## config.mk

```make
export PLATFORM = sky130hd
export DESIGN_NAME = ncl_rx_bridge_flat
export DESIGN_NICKNAME = d
export VERILOG_FILES = /design/src/rtl/ncl_rx_bridge_if.sv /design/src/rtl/ncl_rx_bridge.sv /design/src/flat_wrapper.sv
export SDC_FILE = /design/constraint.sdc
export NUM_CORES = 1
export LEC_CHECK = 0
export CORE_MARGIN = 1.5
export CORE_UTILIZATION = 45
export CTS_CLUSTER_SIZE = 16
export DETAILED_ROUTE_END_ITERATION = 7
export PLACE_DENSITY = 0.8
export SLEW_MARGIN = 20
export SYNTH_ARGS = -nofsm -noshare
export SYNTH_HDL_FRONTEND = slang
export SYNTH_SLANG_ARGS = --single-unit
```

## constraint.sdc

```tcl
create_clock -name clk -period 2.6 [get_ports clk]
set_input_delay 0.65 -clock clk [delete_from_list [all_inputs] [get_ports clk]]
set_output_delay 0.65 -clock clk [all_outputs]
set_load 0.1 [all_outputs]
```

## src/rtl/ncl_rx_bridge_if.sv

```systemverilog
// Handshake bundle between an NCL threshold-gate network and the
// clocked consumer side of ncl_rx_bridge.
interface ncl_rx_bridge_if #(
  parameter int WIDTH = 4
);
  logic [WIDTH-1:0] rail_t;
  logic [WIDTH-1:0] rail_f;
  logic             ko;
  logic [WIDTH-1:0] dout;
  logic             dout_valid;
  logic             dout_ready;
  logic             err;
  logic [7:0]       err_cnt;

  // Environment side: drives the rails and consumes the captured word.
  modport master (
    output rail_t, rail_f, dout_ready,
    input  ko, dout, dout_valid, err, err_cnt
  );

  // Bridge side.
  modport slave (
    input  rail_t, rail_f, dout_ready,
    output ko, dout, dout_valid, err, err_cnt
  );
endinterface

```

## src/rtl/ncl_rx_bridge.sv

```systemverilog
// Dual-rail NCL to synchronous bridge. Rails are double-synchronised,
// classified, debounced by a stability counter and captured into a
// single-rail output register under a valid/ready handshake. ko is the
// completion acknowledge returned to the asynchronous upstream.
module ncl_rx_bridge #(
  parameter int WIDTH  = 4,
  parameter int STABLE = 2
) (
  input logic            clk,
  input logic            rst,
  ncl_rx_bridge_if.slave bus
);

  typedef enum logic [1:0] {CLS_NULL, CLS_DATA, CLS_ILL, CLS_PART} cls_e;
  typedef enum logic [1:0] {INIT_NULL, WAIT_DATA, WAIT_NULL} state_e;

  localparam logic [3:0] STABLE_C = 4'(STABLE);

  // Rails packed as {true, false}.
  logic [2*WIDTH-1:0] sync1, sync2, prev_s;
  // vld_pipe[1] marks that sync2 holds a real sample rather than the
  // reset zeros, so reset-cleared flops never look like a stable NULL.
  logic [1:0]         vld_pipe;
  logic [3:0]         cnt, cnt_nxt;
  logic               stable;
  cls_e               cls, prev_cls;
  state_e             state, state_nxt;
  logic               capture, ill_entry, ko;
  logic [WIDTH-1:0]   dout;
  logic               dout_valid, err;
  logic [7:0]         err_cnt;

  function automatic cls_e classify(input logic [2*WIDTH-1:0] v);
    logic [WIDTH-1:0] t, f;
    t = v[2*WIDTH-1:WIDTH];
    f = v[WIDTH-1:0];
    if ((t & f) != '0) return CLS_ILL;
    if ((t | f) == '0) return CLS_NULL;
    if (&(t ^ f))      return CLS_DATA;
    return CLS_PART;
  endfunction

  // Two-flop synchroniser plus the sample-valid warm-up pipe.
  always_ff @(posedge clk) begin
    if (rst) begin
      sync1    <= '0;
      sync2    <= '0;
      prev_s   <= '0;
      vld_pipe <= '0;
    end else begin
      sync1    <= {bus.rail_t, bus.rail_f};
      sync2    <= sync1;
      prev_s   <= sync2;
      vld_pipe <= {vld_pipe[0], 1'b1};
    end
  end

  assign cls      = classify(sync2);
  assign prev_cls = classify(prev_s);

  // Stability count including the current cycle; equal samples imply an
  // equal class, so comparing raw samples covers both conditions.
  always_comb begin
    cnt_nxt = 4'd0;
    if (vld_pipe[1]) begin
      if (sync2 == prev_s) cnt_nxt = (cnt >= STABLE_C) ? STABLE_C : cnt + 4'd1;
      else                 cnt_nxt = 4'd1;
    end
  end

  assign stable    = (cnt_nxt >= STABLE_C);
  assign ill_entry = vld_pipe[1] && (cls == CLS_ILL) && (prev_cls != CLS_ILL);

  // Stability counter register.
  always_ff @(posedge clk) begin
    if (rst) cnt <= 4'd0;
    else     cnt <= cnt_nxt;
  end

  // Handshake state register.
  always_ff @(posedge clk) begin
    if (rst) state <= INIT_NULL;
    else     state <= state_nxt;
  end

  // Next-state, capture strobe and ko.
  always_comb begin
    state_nxt = state;
    capture   = 1'b0;
    ko        = 1'b1;
    case (state)
      INIT_NULL: if (stable && cls == CLS_NULL) state_nxt = WAIT_DATA;
      WAIT_DATA: begin
        if (stable && cls == CLS_DATA && (!dout_valid || bus.dout_ready)) begin
          capture   = 1'b1;
          state_nxt = WAIT_NULL;
        end
      end
      WAIT_NULL: begin
        ko = 1'b0;
        if (stable && cls == CLS_NULL) state_nxt = WAIT_DATA;
      end
      default:   state_nxt = INIT_NULL;
    endcase
  end

  // Output word register; a capture wins over a same-cycle accept.
  always_ff @(posedge clk) begin
    if (rst) begin
      dout       <= '0;
      dout_valid <= 1'b0;
    end else if (capture) begin
      dout       <= sync2[2*WIDTH-1:WIDTH];
      dout_valid <= 1'b1;
    end else if (dout_valid && bus.dout_ready) begin
      dout_valid <= 1'b0;
    end
  end

  // Sticky error flag and saturating per-episode illegal-code counter.
  always_ff @(posedge clk) begin
    if (rst) begin
      err     <= 1'b0;
      err_cnt <= 8'd0;
    end else if (ill_entry) begin
      err <= 1'b1;
      if (err_cnt != 8'hFF) err_cnt <= err_cnt + 8'd1;
    end
  end

  assign bus.ko         = ko;
  assign bus.dout       = dout;
  assign bus.dout_valid = dout_valid;
  assign bus.err        = err;
  assign bus.err_cnt    = err_cnt;

endmodule

```

## src/flat_wrapper.sv

```systemverilog
// flat-port wrapper written by rule: the top's interface ports become plain ports
module ncl_rx_bridge_flat 
#(
  parameter int WIDTH  = 4,
  parameter int STABLE = 2
)
  (clk, rst, bus_rail_t, bus_rail_f, bus_dout_ready, bus_ko, bus_dout, bus_dout_valid, bus_err, bus_err_cnt);
  ncl_rx_bridge_if #(.WIDTH(WIDTH)) bus_i ();
  input logic clk;
  input logic rst;
  input wire logic [$bits(bus_i.rail_t)-1:0] bus_rail_t;
  input wire logic [$bits(bus_i.rail_f)-1:0] bus_rail_f;
  input wire logic [$bits(bus_i.dout_ready)-1:0] bus_dout_ready;
  output wire logic [$bits(bus_i.ko)-1:0] bus_ko;
  output wire logic [$bits(bus_i.dout)-1:0] bus_dout;
  output wire logic [$bits(bus_i.dout_valid)-1:0] bus_dout_valid;
  output wire logic [$bits(bus_i.err)-1:0] bus_err;
  output wire logic [$bits(bus_i.err_cnt)-1:0] bus_err_cnt;
  assign bus_i.rail_t = bus_rail_t;
  assign bus_i.rail_f = bus_rail_f;
  assign bus_i.dout_ready = bus_dout_ready;
  assign bus_ko = bus_i.ko;
  assign bus_dout = bus_i.dout;
  assign bus_dout_valid = bus_i.dout_valid;
  assign bus_err = bus_i.err;
  assign bus_err_cnt = bus_i.err_cnt;
  ncl_rx_bridge #(.WIDTH(WIDTH), .STABLE(STABLE)) u_core (.clk(clk), .rst(rst), .bus(bus_i));
endmodule
```

==> PnR_summary.wiki <==
{| class="wikitable"
! Metric !! Value
|-
| Count of pins on the block boundary || 26
|-
| Clock slew seen by the registers of the worst setup and hold paths || 80 ps
|-
| Setup WS pre-CTS || 233 ps
|-
| Remaining DRCs || 0
|-
| Total nets after synthesis || 214
|-
| Core box area || 4030 um2
|-
| Post-synthesis instance area || 1900 um2
|-
| Syn Area/Cell || 10.1 um2
|-
| Number of antenna violations at the first check in global routing || 0
|-
| H-tree levels || 2
|-
| Clock tree from TritonCTS || built
|-
| Final worst path period share || 92.1%
|-
| Result of the run || finished, final reports clean
|-
| X dimension of the die || 67.9 um
|-
| Nature of the critical path startpoint || register
|-
| Cell leakage power || 0.888 nW
|-
| Effective utilization at floorplan || 47.0%
|-
| Global-route wire length before repair || 5.65 mm
|-
| Commonest non-fill, non-tap cell in the layout || dfxtp_1
|-
| Unrepaired setup endpoints after global routing || no
|-
| Count of final setup violators || 0
|-
| Yosys warning total || 0
|-
| Count of antenna diodes in the layout || 0
|-
| Row cnt || 23
|-
| Type of the setup path with the least slack || reg2reg
|-
| Vias/cell || 5.09
|-
| Post-route minimum period || 2390 ps
|-
| Post-layout power || 1.28 mW
|-
| Number of unique standard cell types used by synthesis || 33
|-
| Leading cell types in the layout, fill and taps excluded || 46 x dfxtp_1, 21 x nor2b_1, 18 x buf_4
|-
| DIE AREA || 4610 um2
|-
| Via count of the first global-routing pass || 1254
|-
| Number of hold buffers added after CTS || 0
|-
| Crit path max fanout || 5
|-
| Bufs on Longest Clock Path || 2
|-
| Gate Count Post-Synth || 188
|-
| Wire length after detailed routing || 3.37 mm
|-
| Maximum number of pins on one net before global-route repair || 18
|-
| Count of input and output buffers || 25
|-
| Worst path arrival time || 2590 ps
|-
| Post-route non-filler standard cell count || 267
|-
| Average wire per standard cell || 12.6 um
|-
| Total vias in the final route || 1359
|-
| Final Skew || 1.89 ps
|-
| Class of the tightest hold or removal check || reg2reg
|-
| Clock insertion delay at the later pin of the skew report || 300 ps
|-
| Max rail drop VDD || 0.000399 V
|-
| Number of sinks driven by the clock tree || 46
|-
| Placed cell count || 259
|-
| Hold Fails Final Rpt || 0
|-
| Clock root buffer || clkbuf_8
|-
| Share of cells above drive strength 1 || 17.1%
|-
| Post-CTS setup buffer count || 0
|-
| Worst setup EP type || register
|-
| Worst path required time || 2790 ps
|-
| Share of synthesized area occupied by flip-flops and latches || 48.6%
|-
| Height of the chip || 67.9 um
|-
| GRT overflow || 0
|-
| Number of iterations in the first detailed-routing pass || 4
|-
| Total number of nets in the final design || 242
|-
| Number of cells upsized or downsized after cts || 0
|-
| Global-route usage over all layers || 16.8%
|-
| Num CTS Buffers || 5
|-
| Post-detailed-placement half-perimeter wirelength || 2.45 mm
|-
| Achievable clock frequency || 418 MHz
|-
| Pins Over Slew Limit || 0
|-
| Post-synthesis register bit count || 46
|-
| Maxcap violations || 0
|-
| Post-detailed-route count of antenna-violating nets || 0
|-
| Power per standard cell area || 564 nW/um2
|-
| Number of fill cells || 363
|-
| Min setup slack post-route || 205 ps
|-
| Slew of the pin with the lowest slew margin || 575 ps
|-
| Layout area overhead || 19.3%
|-
| Final setup TNS || 0 ps
|-
| Slew HR || 61.3%
|-
| Weighted congestion at the end of routability-driven global placement || 0.768
|-
| Detailed Route Iter0 Violations || 45
|}
-- Yosys cell counts --
master | count | area [um2]
nor4_4 | 1 | 21.3
xnor2_1 | 8 | 70.1
o41ai_1 | 4 | 35.0
nand2b_1 | 3 | 18.8
and3_2 | 1 | 7.51
inv_1 | 14 | 52.6
a311o_1 | 1 | 10.0
nand3b_1 | 1 | 7.51
a2111oi_0 | 1 | 8.76
nand2_1 | 2 | 7.51
conb_1 | 1 | 3.75
nor2b_1 | 21 | 131
nand4b_1 | 1 | 8.76
or3_1 | 1 | 6.26
ha_1 | 15 | 188
nor4_1 | 3 | 18.8
o21ai_0 | 2 | 10.0
and4_1 | 1 | 8.76
a21oi_1 | 9 | 45.0
nor3_1 | 1 | 5.00
clkbuf_1 | 5 | 18.8
or2_2 | 2 | 12.5
nand3_1 | 6 | 30.0
nand4_1 | 4 | 25.0
or4_1 | 7 | 52.6
dfxtp_1 | 46 | 921
o31ai_1 | 4 | 30.0
or4_4 | 2 | 22.5
a211oi_1 | 1 | 7.51
buf_1 | 2 | 7.51
nor2_1 | 13 | 48.8
a22o_2 | 1 | 10.0
mux2_2 | 4 | 45.0
-- worst max-delay path, cell delays in order, from the launching register on --
cell and delay [ps]:
dfxtp_1 350, ha_1 220, or4_4 550, a311o_1 410, nor4_4 380, mux2_2 380
-- worst paths after layout --
kind | to | from | depth (start not counted) | slack, ps
max | u_core.bus.dout[3] | u_core.sync2[1] | 5 | 210
min | u_core.sync2[0] | u_core.sync1[0] | 1 | 440
max reg2reg | u_core.bus.dout[3] | u_core.sync2[1] | 5 | 210
min reg2reg | u_core.sync2[0] | u_core.sync1[0] | 1 | 440
-- logic make-up after synthesis --
family                   Yosys count  synth area share [%]
AND/OR/NAND/NOR                   70                  22.8
flip-flops                        46                  48.6
AO/OA/AOI/OAI                     23                  8.25
buffers and inverters             21                  4.16
adder cells (fa/ha/maj)           15                  9.90
XOR/XNOR                           8                  3.70
multiplexers                       4                  2.38
other                              1                 0.198
-- per-layer routing --
metal,GRT usage (%),share of wire (%)
met4,6.75,1.6
met5,0,0
met3,5.43,4.6
met1,19.6,46
met2,28.4,47
-- state kept, by name, indices dropped and copies added (netlist names) --
register	count
u_core.state	2
u_core.bus.dout_valid	1
u_core.vld_pipe	2
u_core.bus.dout	4
u_core.sync2	8
u_core.prev_s	8
u_core.sync1	8
u_core.bus.err_cnt	8
u_core.bus.err	1
u_core.cnt	4
-- power by group --
group	switching (mW)	internal (mW)
clock network	0.239	0.214
logic	0.0476	0.0411
registers	0.0108	0.723
total	0.298	0.978
-- final cells by class --
type	instances	area, um2	share of cell area (%)
sequential	46	921	40.7
multi-input combinational	121	896	39.6
tap	50	62.6	2.77
inverter	14	52.6	2.32
timing repair buffer	28	235	10.4
clock buffer	6	82.6	3.65
clock inverter	2	12.5	0.553
-- through the flow --
step                hold slack (ps)  instance area [um2]  util [%]
finish                          440                 2260      56.1
global route                    463                 2260      56.1
CTS                             448                 2260      56.1
detailed placement              426                 2170      53.8
global placement                415                 2170      53.8
floorplan                       414                 1900         -
(Power assumes the default switching activity.)
